### src/rtl/taus_urng.sv
// taus_urng: taus88 uniform random word generator with reseeding and warm-up
module taus_urng #(
  parameter int          WARMUP_CYCLES = 16,
  parameter logic [31:0] DEFAULT_S0    = 32'h1234_5678,
  parameter logic [31:0] DEFAULT_S1    = 32'h9ABC_DEF0,
  parameter logic [31:0] DEFAULT_S2    = 32'h0F1E_2D3C
) (
  input  logic        clk,
  input  logic        rst,
  input  logic        en,
  input  logic        seed_we,
  input  logic [31:0] seed_data,
  output logic [31:0] u,
  output logic        u_valid,
  output logic        busy
);
  localparam int CW = $clog2(WARMUP_CYCLES + 1);
  localparam logic [CW-1:0] LAST = CW'(WARMUP_CYCLES - 1);
  typedef enum logic [1:0] {WARMUP, RUN, LOAD1, LOAD2} state_t;
  state_t state;
  logic [CW-1:0] cnt;
  logic [31:0] s0, s1, s2, n0, n1, n2, word;
  // one taus88 step of all three component generators
  always_comb begin
    n0   = ((s0 & 32'hFFFF_FFFE) << 12) ^ (((s0 << 13) ^ s0) >> 19);
    n1   = ((s1 & 32'hFFFF_FFF8) << 4) ^ (((s1 << 2) ^ s1) >> 25);
    n2   = ((s2 & 32'hFFFF_FFF0) << 17) ^ (((s2 << 3) ^ s2) >> 11);
    word = n0 ^ n1 ^ n2;
  end
  // seed loading, warm-up stepping and output generation; seed writes beat en
  always_ff @(posedge clk or posedge rst) begin
    if (rst) begin
      s0      <= DEFAULT_S0 | 32'd2;
      s1      <= DEFAULT_S1 | 32'd8;
      s2      <= DEFAULT_S2 | 32'd16;
      state   <= WARMUP;
      cnt     <= '0;
      u       <= '0;
      u_valid <= 1'b0;
      busy    <= 1'b1;
    end else begin
      u_valid <= 1'b0;
      case (state)
        WARMUP:
          if (seed_we) begin
            s0    <= seed_data | 32'd2;
            state <= LOAD1;
          end else begin
            s0  <= n0;
            s1  <= n1;
            s2  <= n2;
            cnt <= cnt + 1'b1;
            if (cnt == LAST) begin
              state <= RUN;
              busy  <= 1'b0;
            end
          end
        RUN:
          if (seed_we) begin
            s0    <= seed_data | 32'd2;
            state <= LOAD1;
            busy  <= 1'b1;
          end else if (en) begin
            s0      <= n0;
            s1      <= n1;
            s2      <= n2;
            u       <= word;
            u_valid <= 1'b1;
          end
        LOAD1:
          if (seed_we) begin
            s1    <= seed_data | 32'd8;
            state <= LOAD2;
          end
        LOAD2:
          if (seed_we) begin
            s2    <= seed_data | 32'd16;
            state <= WARMUP;
            cnt   <= '0;
          end
      endcase
    end
  end
endmodule

### config.mk
export PLATFORM = sky130hd
export DESIGN_NAME = taus_urng
export DESIGN_NICKNAME = d
export VERILOG_FILES = /design/src/rtl/taus_urng.sv
export SDC_FILE = /design/constraint.sdc
export NUM_CORES = 1
export LEC_CHECK = 0
export ABC_AREA = 1
export CORE_MARGIN = 3
export CORE_UTILIZATION = 50
export DETAILED_ROUTE_END_ITERATION = 8
export PLACE_DENSITY = 0.71
export SLEW_MARGIN = 20
export SYNTH_ARGS = -nofsm -noshare
export SYNTH_HDL_FRONTEND = slang
export SYNTH_SLANG_ARGS = --single-unit
export TNS_END_PERCENT = 1
### constraint.sdc
create_clock -name clk -period 5.2 [get_ports clk]
set_input_delay 0.52 -clock clk [delete_from_list [all_inputs] [get_ports clk]]
set_output_delay 0.52 -clock clk [all_outputs]
set_load 0.05 [all_outputs]
Word level (Yosys, flattened, before mapping):

Cells that the tools add are included.

* input port bits: 36
* register bits after elaboration: 137
* logic and storage cells: 73
* output and inout port bits: 34

* reduce and logical (&&, ||, !) cells: 12
* add/subtract/negate cells: 1
* bitwise operators: 9
* equal/unequal tests: 13
* muxes and demuxes: 30

Operator list (number)
* 2-to-1 mux 32 bit: 11
* one-hot mux 32 bit (3 select lines): 2
* XOR 32 bit: 5
* one-hot mux 32 bit (2 select lines): 1
* XOR 32 x 13 -> 32 bit: 1
* XOR 32 x 21 -> 32 bit: 1
* XOR 32 x 7 -> 32 bit: 1
* != test 2 bit (second input constant): 7
* 2-to-1 mux 2 bit: 5
* 2-to-1 mux 5 bit: 2
* one-hot mux 5 bit (2 select lines): 1
* AND reduction 5 bit: 2
* one-hot mux 2 bit (4 select lines): 1
* AND reduction 4 bit: 2
* 2-to-1 mux 1 bit: 6
* != test 3 bit (second input constant): 2
* AND reduction 3 bit: 2
* nonzero test 3 bit: 2
* adder 5 x 1 -> 5 bit (second input constant): 1
* == test 5 x 4 -> 1 bit (second input constant): 1
* == test 2 bit (second input constant): 2
* nonzero test 2 bit: 2
* == test 2 x 1 -> 1 bit (second input constant): 1
* zero test 2 bit: 1
* other kinds (3): 3

Logic depth before layout (Yosys ltp):

* depth in word-level cells: 5
* mapped depth: 9
* mapped depth without buffers: 9

Least setup slack after synthesis:

Ideal clock, no wire load.

* path kind: reg2reg
* start: register state[0]
* end: register s1[13]
* setup slack: 3.611 ns
* data arrival time: 1.466 ns
* period minus slack after synthesis: 1.589 ns
* buffers on the path: 2
* data required time: 5.077 ns
* setup time: 0.123 ns
* stages on the path, launching flop included: 9
* cell sequence: dfrtp_1 inv_1 ha_1 inv_1 buf_2 clkbuf_1 nand2_1 o211ai_2 o21ai_2

* cells in the longest elaborated chain, start to end: 3
* elaborated cells on any way between the ends: 10
* those cells by class: eq/ne (6); mux (1); reduce/logical (3)

RTL lines
* start: declaration: line 20 `state_t state;`
* start signal: assignment: line 36 `state <= WARMUP;`
* start signal: assignment: line 47 `state <= LOAD1;`
* start signal: assignment: line 54 `state <= RUN;`
* == test 2 bit, or another cell as far along: line 43 `case (state)`
* != test 2 bit (no source line) or nonzero test 3 bit (tied branches)
* AND reduction 5 bit (no source line)
* end signal: assignment: line 34 `s1 <= DEFAULT_S1 | 32'd8;`
* end signal: assignment: line 50 `s1 <= n1;`
* end signal: assignment: line 65 `s1 <= n1;`
* end: declaration: line 22 `logic [31:0] s0, s1, s2, n0, n1, n2, word;`

Parallel ways exist; a longest one is shown, timed or not.
A chain may end at the register's enable or synchronous reset.

Worst setup path in the final report:

* start: register state[0]
* end: register s1[8]

The elaborated chain is that of the path after synthesis.

==> impl_metrics.ini <==
[synth]
ys.flop_type = dfrtp_1
synth.distinct_cells = 33
ys_warn_count = 0
synth_nets = 1026
synthesis.area_sq_mm = 0.00759
postSynth.asyncResetShare_pct = 100
syn_area_per_cell_sq_um = 7.71
seq_area_frac_synth_pct = 43.4
yosys_register_bits = 129
syn_inst = 984
synth-edff-count = 0

[place]
dpl.hpwl_mm = 15.5
gp_congestion = 0.947
dpl_cell_area_sq_mm = 0.00830
dp.cells = 1199
port_buffers = 67

[critical_path]
endpoint_kind = register
critical_path.max_fanout = 58
r2r_slack_ps = 2790
critPathArrivalTime_ps = 2750
crit_start = state[0]
required_ps = 5550
path_class = register to register
cp-start-kind = register
r2r_end = s1[8]
r2r_cells = 8
reg2reg_from = state[0]

[min_path]
hold_depth = 2
holdPathEnd = u[20]
hold_path.class = register to register
min_from = u[20]

[grt]
grt_overflow = 0
grt_max_degree = 67
track_usage_pct = 26.7
antenna_found_initial = 0
grt_pass1_wl_mm = 33.5
first_global_vias = 6122

[detailed_routing]
vias = 6468
drtAntennaViolNets = 0
drt_wl_total_mm = 21.1
wire_per_inst_um = 17.2
post-route-drc-count = 0
drtPass1Iterations = 5
dr.first_iter.drc_count = 689
vias_per_cell = 5.25

[clocking]
cts_resized = 0
cts_tree = yes
clk_path_buf_depth = 2
clock_latency_ps = 420
cts.sinks = 129
clk_pin_slew_ps = 60
cts_hold_buf = 0
cts_buffers = 17
post_cts_buffers = 0
cts_root_buffer = clkbuf_16
h-tree-depth = 4

[sta]
slew_headroom_pct = 45.9
max_freq_ghz = 0.416
finalClockSkew_ps = 7.59
finalCriticalPeriod_ps = 2410
finalMaxSlewViolations = 0
finalHoldWorstSlack_ps = 473
hold_viol = 0
fin_tns_setup_ps = 0
rsz0062_at_grt = false
worstMarginPinSlew_ps = 811
timing.final.crit_share_pct = 46.3
setup_viol = 0

[die]
ios = 70
die-area_sq_mm = 0.0167
core_sq_mm = 0.0147
die_x_um = 129
die_h_um = 129
start_util_pct = 51.6
num_rows = 44

[layout]
drive_gt1_share_pct = 14.9
area_growth_pct = 16.8
stdcell_count = 1231
layout_commonest_cell = nand2_1
layout_common_cells = nand2_1, o21ai_0, inv_1
fin_util_pct = 60.3
num_antenna_cells = 0
fin_nets = 1076
postLayoutCellArea_sq_mm = 0.00886
nFillCells = 1324

[pwr]
vdd_drop_max_mv = 0.519
leakage_nw = 4.28
p_per_area_mw_per_mm2 = 800

[run_status]
status = complete, no violations

[run]
drv_cap = 0
power by group:
group	internal (mW)	total [mW]	leakage (nW)	switching, mW
Combinational	1.33	3.86	2.49	2.53
Sequential	1.64	2.09	1.52	0.445
Clock	0.693	1.14	0.273	0.446
Total	3.67	7.09	4.28	3.42
cells by family (layout without fill, tap and decap cells):
kind of cell	Yosys count	count (layout)	synth area share [%]
adder cells (fa/ha/maj)	6	6	0.990
buffers and inverters	142	205	8.23
AND/OR/NAND/NOR	467	467	24.5
flip-flops	129	129	43.4
XOR/XNOR	66	66	7.62
AO/OA/AOI/OAI	174	174	15.3
worst max path at each step:
| stage | end | slack, ps | depth (start not counted) |
|---|---|---|---|
| 3_3_place_gp | s1[8] | 2600 | 9 |
| 2_1_floorplan | cnt[0] | 1320 | 1 |
| 4_1_cts | s1[8] | 2810 | 8 |
| 5_1_grt | s1[8] | 2660 | 8 |
| 6_report | s1[8] | 2790 | 8 |
| 3_5_place_dp | s1[8] | 2570 | 9 |
cell type report:
| cell class | count | area [sq um] | area share (%) |
|---|---|---|---|
| Multi-Input combinational cell | 713 | 3670 | 41.5 |
| Sequential cell | 129 | 3290 | 37.1 |
| Timing Repair Buffer | 77 | 741 | 8.36 |
| Clock buffer | 23 | 478 | 5.39 |
| Inverter | 96 | 365 | 4.12 |
| Tap cell | 184 | 230 | 2.60 |
| Clock inverter | 9 | 82.6 | 0.932 |
synth_stat cells, drive strengths merged, types with 2 or more instances:
cell type	number	area share [%]
a21oi	4	0.41
buf	28	2.5
clkbuf	18	0.91
dfrtp	80	26
dfstp	49	17
ha	6	0.99
inv	96	4.8
nand2	416	21
nand3	39	2.7
nand4	2	0.16
nor2	9	0.58
o211ai	29	4.2
o21ai	138	10
xnor2	36	4.2
xor2	30	3.5
state kept, by name, summed over array words and instances (netlist names):
register,flops
u,32
s0,31
busy,1
u_valid,1
state,2
s1,29
cnt,5
s2,28
critical path, stage by stage (launching register included):
cell,delay (ps)
dfrtp_1,410
ha_2,190
buf_4,300
inv_2,180
nand3_2,110
nor2_4,430
buf_4,410
o211ai_2,180
o21ai_2,100
per-stage QoR:
stage	total power [mW]	worst slack (ps)
global placement	5.84	2600
finish	7.09	2790
floorplan	4.96	1320
CTS	7.08	2810
detailed placement	5.92	2570
global route	7.65	2660
layer usage:
layer / wire, um / vias to the layer above / GRT usage (%)
met5: 0 / - / 0
met4: 499 / 0 / 9.20
met3: 1140 / 29 / 5.15
met2: 9800 / 197 / 41.3
met1: 9670 / 3025 / 37.7
li1: - / 3217 / -
(Power assumes the default switching activity.)
